--- src/rtl/irq_bus_if.sv ---
// Register-window bus between the CPU-side bus decoder and the interrupt controller.
// Protocol: every clock is a bus cycle. With we=1 the addressed register takes dbw at
// the edge. With we=0, dbr shows reg[addr] one cycle later. There is no valid/ready
// pair, so a transfer always completes in the cycle it is issued.
interface irq_bus_if;
  logic [7:0] dbr;
  logic [7:0] dbw;
  logic [1:0] addr;
  logic       we;

  modport master (input dbr, output dbw, output addr, output we);
  modport slave  (output dbr, input dbw, input addr, input we);
endinterface

--- src/rtl/irq_ctrl.sv ---
// 8-source interrupt controller: pending latches with per-source mask and
// level/edge mode, a registered active-low IRQ, and a PEND/MASK/MODE/VEC window.
module irq_ctrl #(
  parameter int NSRC = 8,
  parameter int SYNC = 0
) (
  input  logic            clk,
  input  logic            rst_n,
  irq_bus_if.slave        bus,
  input  logic [NSRC-1:0] src,
  output logic            irq_n
);

  localparam logic [7:0] IMPL = 8'((9'd1 << NSRC) - 9'd1);

  logic [NSRC-1:0] s;
  logic [7:0]      s8;
  logic [7:0]      pend, mask, mode, src_prev;
  logic [7:0]      set_bits, clr_bits, soft_bits, pend_nxt;
  logic [7:0]      pm, vec, rd_val;
  logic [2:0]      idx;

  generate
    if (SYNC == 0) begin : g_nosync
      assign s = src;
    end else begin : g_sync
      logic [NSRC-1:0] sync_q [SYNC];
      always_ff @(posedge clk or negedge rst_n) begin
        if (!rst_n) begin
          for (int i = 0; i < SYNC; i++) sync_q[i] <= '0;
        end else begin
          sync_q[0] <= src;
          for (int i = 1; i < SYNC; i++) sync_q[i] <= sync_q[i-1];
        end
      end
      assign s = sync_q[SYNC-1];
    end
  endgenerate

  always_comb begin
    s8 = '0;
    s8[NSRC-1:0] = s;
  end

  always_comb begin
    // Edge detect uses src_prev, which tracks in both modes so a mode switch never fakes an edge.
    set_bits  = ((mode & s8 & ~src_prev) | (~mode & s8)) & IMPL;
    clr_bits  = (bus.we && bus.addr == 2'd0) ? bus.dbw : 8'h00;
    soft_bits = 8'h00;
    if (bus.we && bus.addr == 2'd3 && bus.dbw[7]) soft_bits[bus.dbw[2:0]] = 1'b1;
    // Set terms are ORed after the clear so a same-cycle request is never lost.
    pend_nxt  = ((pend & ~clr_bits) | set_bits | soft_bits) & IMPL;
  end

  always_comb begin
    pm  = pend & mask;
    idx = 3'd0;
    for (int i = 7; i >= 0; i--) begin
      if (pm[i]) idx = 3'(i);
    end
    vec = {|pm, 4'b0000, idx};
    case (bus.addr)
      2'd0:    rd_val = pend;
      2'd1:    rd_val = mask;
      2'd2:    rd_val = mode;
      default: rd_val = vec;
    endcase
  end

  always_ff @(posedge clk or negedge rst_n) begin
    if (!rst_n) begin
      pend     <= 8'h00;
      mask     <= 8'h00;
      mode     <= 8'h00;
      src_prev <= 8'h00;
      irq_n    <= 1'b1;
      bus.dbr  <= 8'h00;
    end else begin
      pend     <= pend_nxt;
      src_prev <= s8;
      irq_n    <= ~|(pend & mask);
      if (bus.we && bus.addr == 2'd1) mask <= bus.dbw & IMPL;
      if (bus.we && bus.addr == 2'd2) mode <= bus.dbw & IMPL;
      if (!bus.we) bus.dbr <= rd_val;
    end
  end

endmodule

--- src/flat_wrapper.sv ---
// flat-port wrapper written by rule: the top's interface ports become plain ports
module irq_ctrl_flat 
#(
  parameter int NSRC = 8,
  parameter int SYNC = 0
)
  (clk, rst_n, src, irq_n, bus_dbr, bus_dbw, bus_addr, bus_we);
  irq_bus_if bus_i ();
  input  logic clk;
  input  logic rst_n;
  input  logic [NSRC-1:0] src;
  output logic irq_n;
  output wire logic [$bits(bus_i.dbr)-1:0] bus_dbr;
  input wire logic [$bits(bus_i.dbw)-1:0] bus_dbw;
  input wire logic [$bits(bus_i.addr)-1:0] bus_addr;
  input wire logic [$bits(bus_i.we)-1:0] bus_we;
  assign bus_dbr = bus_i.dbr;
  assign bus_i.dbw = bus_dbw;
  assign bus_i.addr = bus_addr;
  assign bus_i.we = bus_we;
  irq_ctrl #(.NSRC(NSRC), .SYNC(SYNC)) u_core (.clk(clk), .rst_n(rst_n), .bus(bus_i), .src(src), .irq_n(irq_n));
endmodule
--- config.mk ---
export PLATFORM = sky130hd
export DESIGN_NAME = irq_ctrl_flat
export DESIGN_NICKNAME = d
export VERILOG_FILES = /design/src/rtl/irq_bus_if.sv /design/src/rtl/irq_ctrl.sv /design/src/flat_wrapper.sv
export SDC_FILE = /design/constraint.sdc
export NUM_CORES = 1
export LEC_CHECK = 0
export CAP_MARGIN = 10
export CORE_ASPECT_RATIO = 1.75
export CORE_MARGIN = 4
export CORE_UTILIZATION = 47
export DETAILED_ROUTE_END_ITERATION = 8
export HOLD_SLACK_MARGIN = 0.05
export PLACE_DENSITY = 0.74
export SLEW_MARGIN = 20
export SYNTH_ARGS = -nofsm -noshare
export SYNTH_HDL_FRONTEND = slang
export SYNTH_SLANG_ARGS = --single-unit
export TNS_END_PERCENT = 30
--- constraint.sdc ---
create_clock -name clk -period 1.4 [get_ports clk]
set_clock_uncertainty 0.1 [all_clocks]
set_input_delay 0.28 -clock clk [delete_from_list [all_inputs] [get_ports clk]]
set_output_delay 0.28 -clock clk [all_outputs]
set_load 0.02 [all_outputs]
==> impl_metrics.tcl <==
set metrics [dict create \
    clk_path_buf_depth 2 \
    routed_via_density 5.633 \
    outcome "finished with violations" \
    ant_nets 0 \
    leakage_nw 1.278 \
    clk_transition_reported_paths_ps 80 \
    rsz_0062_raised_after_global_routing "yes" \
    first_global_vias 1882 \
    period_utilization_post_route_pct 115.2 \
    synthDistinctLibCells 37 \
    chip_width_um 55.95 \
    floorplan.initialDensity_pct 48.90 \
    grt_first_pass_wirelength_um 9108 \
    setup_ws_ps -213.0 \
    cap_violations 0 \
    port_bufs 29 \
    non_filler_cell_area_final_mm2 0.002814 \
    critical_path_cell_with_the_highest_stage_delay "sky130_fd_sc_hd__dfrtp_1" \
    post_synth_instance_area_mm2 0.001891 \
    synth.yosys.warnings 0 \
    placeableCoreArea_mm2 0.003866 \
    cp_data_required_time_ps 1480 \
    worst_hold_slack_after_final_layout_ps 292.3 \
    fillCellCount 250 \
    synthToLayoutAreaGrowth_pct 48.84 \
    synth-seq-area-share_pct 54.33 \
    antenna_diode_count 0 \
    failed_checks "negative setup slack" \
    ctsRootBufferMaster "sky130_fd_sc_hd__clkbuf_8" \
    synth_ff_type "sky130_fd_sc_hd__dfrtp_1" \
    finalCriticalPeriod_ps 1613 \
    postRouteWirelength_um 5447 \
    rel_slew_slack_pct 77.88 \
    met1Wirelength_um 2036 \
    end_kind "register" \
    worst_pin_slew_ps 331.8 \
    num_rows 30 \
    clock_tree_from_tritoncts "yes" \
    synth.avg_cell_area_um2 11.32 \
    drc 0 \
    hpwl_um 4005 \
    drive_above_1_share_pct 36.90 \
    total_power_w 0.003300 \
    total_of_endpoints_with_negative_setup_slack_in_the_final_report 3 \
    gp_congestion 0.8984 \
    clock_tree.htree_level_count 2 \
    grtUsageTotal_pct 22.80 \
    slew_viol_final 0 \
    clock_sink_count 41 \
    setup.worst_path.class "register to register" \
    die_height_um 91.90 \
    worstPathArrival_ps 1700 \
    final_net_count 272 \
    largest_net_degree_at_the_start_of_global_routing 23 \
    drt_iter0_markers 50 \
    maximum_operating_frequency_mhz 620.0 \
    power_density_mw_per_mm2 1173 \
    routed_len_inst_um 18.16 \
    synthCells 167 \
    timing.critical_path.slowest_cell_delay_ps 410 \
    route.top_layer_used "met4" \
    mappedNetlistNets 188 \
    reg2reg_slack_ps -210 \
    ys_seq_elements 41 \
    num_io_pins 30 \
    routed-wl-met3_um 166 \
    final_core_utilization_pct 72.78 \
    grt_overflow_total 0 \
    min_path_type "input pin to async pin" \
    via_count 1690 \
    path_max_fanout 2 \
    dr.pass1.iters 4 \
    critical_path.cell_chain "a22o_4, nor4_4, o221ai_2, mux2_4" \
    worst_setup_path_start_kind "register" \
    route.met2.wl_um 3096 \
    async_set_reset_flop_share_out_of_synthesis_pct 100.0 \
    cts_buffers 5 \
    timing_hold_violations_final 0 \
    initial_antenna_violation_count 0 \
    placement.cell_area_mm2 0.002589 \
    vdd_drop_max_uv 1008 \
    source_to_sink_clock_delay_at_the_later_pin_of_the_worst_skew_pair_ps 290 \
    design.die.area_mm2 0.005141 \
    synth_enable_flop_cells 0 \
]
[power by group]
group / total [W] / leakage (nW) / internal (W) / switching (W)
clock network: 0.000984 / 0.0585 / 0.000581 / 0.000403
logic: 0.000873 / 0.760 / 0.000462 / 0.000411
registers: 0.00144 / 0.460 / 0.00133 / 0.000109
total: 0.00330 / 1.28 / 0.00238 / 0.000923
[cells in the final DEF (no fill, tap or decap), types with 2 or more instances in the layout]
cell type and n:
sky130_fd_sc_hd__a221o_1 2, sky130_fd_sc_hd__and2_1 4, sky130_fd_sc_hd__o211ai_1 2, sky130_fd_sc_hd__buf_6 8
sky130_fd_sc_hd__nand3b_2 2, sky130_fd_sc_hd__buf_4 43, sky130_fd_sc_hd__clkdlybuf4s15_1 6, sky130_fd_sc_hd__nand4_1 2
sky130_fd_sc_hd__dlygate4sd2_1 6, sky130_fd_sc_hd__o21ai_0 6, sky130_fd_sc_hd__buf_2 2, sky130_fd_sc_hd__a211oi_1 2
sky130_fd_sc_hd__a211oi_2 3, sky130_fd_sc_hd__o22a_1 2, sky130_fd_sc_hd__mux2i_1 8, sky130_fd_sc_hd__nand2_1 27
sky130_fd_sc_hd__clkbuf_8 6, sky130_fd_sc_hd__dfrtp_1 40, sky130_fd_sc_hd__mux2_2 14, sky130_fd_sc_hd__nor2_1 7
sky130_fd_sc_hd__nor2b_1 2, sky130_fd_sc_hd__inv_1 5, sky130_fd_sc_hd__a21oi_1 7, sky130_fd_sc_hd__a22o_1 3
sky130_fd_sc_hd__clkdlybuf4s50_1 13
[metrics by stage]
step,setup WS [ps],instances,setup TNS (ps)
detailed placement,-651.8,288,-14970
finish,-213.0,300,-265.9
CTS,-189.5,299,-240.3
global route,-268.5,300,-495.3
global placement,-644.4,288,-14010
floorplan,-126.9,167,-126.9
[flip-flops by register name, indices dropped and copies added (netlist names)]
name,cells
u_core.mode,8
u_core.src_prev,8
u_core.bus.dbr,8
u_core.pend,8
u_core.mask,8
u_core.irq_n,1
[cell families (layout without fill, tap and decap cells)]
group	after synthesis	after routing	share of synthesized area, %
buf+inv	11	96	2.647
flops	41	41	54.34
simple gates	54	54	14.96
mux	23	23	13.37
compound gates	38	38	14.69
[critical path: cells and delay by family, from the launching register on]
kind,cells,cell delay [ps]
simple gates,1,310
flops,1,410
compound gates,2,420
mux,1,260
[repair_timing]
action                                  in CTS  in global routing
hold buffers                                 1                  0
pin swaps                                   10                 13
endpoints found under the setup margin      40                 19
hold endpoints to repair                    31                  0
setup buffers                                3                  1
gates resized for setup                     36                 11
[synth_stat cells (all sizes together) (2+ instances only)]
cell type | count | share of area (%)
a221o | 3 | 1.7
nand2 | 28 | 5.6
mux2 | 15 | 9.1
mux2i | 8 | 4.2
buf | 3 | 1.1
nor2b | 2 | 0.66
and2 | 4 | 1.3
o21ai | 7 | 1.9
nor4 | 2 | 1.5
a32oi | 2 | 0.93
nand4 | 2 | 0.66
o211ai | 2 | 0.79
a21oi | 7 | 1.9
a22o | 4 | 1.9
nand3b | 3 | 1.6
o22a | 2 | 0.93
nor2 | 8 | 1.6
nor4b | 2 | 0.93
clkbuf | 2 | 0.40
a211oi | 5 | 2.0
inv | 6 | 1.2
dfrtp | 40 | 53
[layer usage]
metal / vias to the layer above / global-route usage (%)
met5: - / 0
met4: 0 / 9.901
met3: 12 / 3.380
met2: 45 / 42.59
met1: 855 / 24.95
li1: 778 / -
[final timing paths]
| path | depth (start not counted) | startpoint | to |
|---|---|---|---|
| worst max register to register | 4 | u_core.pend[4] | u_core.bus.dbr[7] |
| worst max-delay path | 4 | u_core.pend[4] | u_core.bus.dbr[7] |
| worst min-delay path | 2 | rst_n | u_core.bus.dbr[1] |
| worst min register to register | 2 | u_core.bus.dbr[6] | u_core.bus.dbr[6] |
| min in group clk | 1 | src[3] | u_core.src_prev[3] |
| max in group asynchronous | 3 | rst_n | u_core.src_prev[0] |
[layout make-up]
class	count	area [um2]	share of cell area, %
inverter	6	22.52	0.8004
multi-input combinational	115	874.6	31.08
tap	48	60.06	2.134
timing repair buffer	82	713.2	25.34
clock buffer	7	86.33	3.068
clock inverter	1	30.03	1.067
sequential	41	1027	36.51
Power figures use the tool's default switching activity.
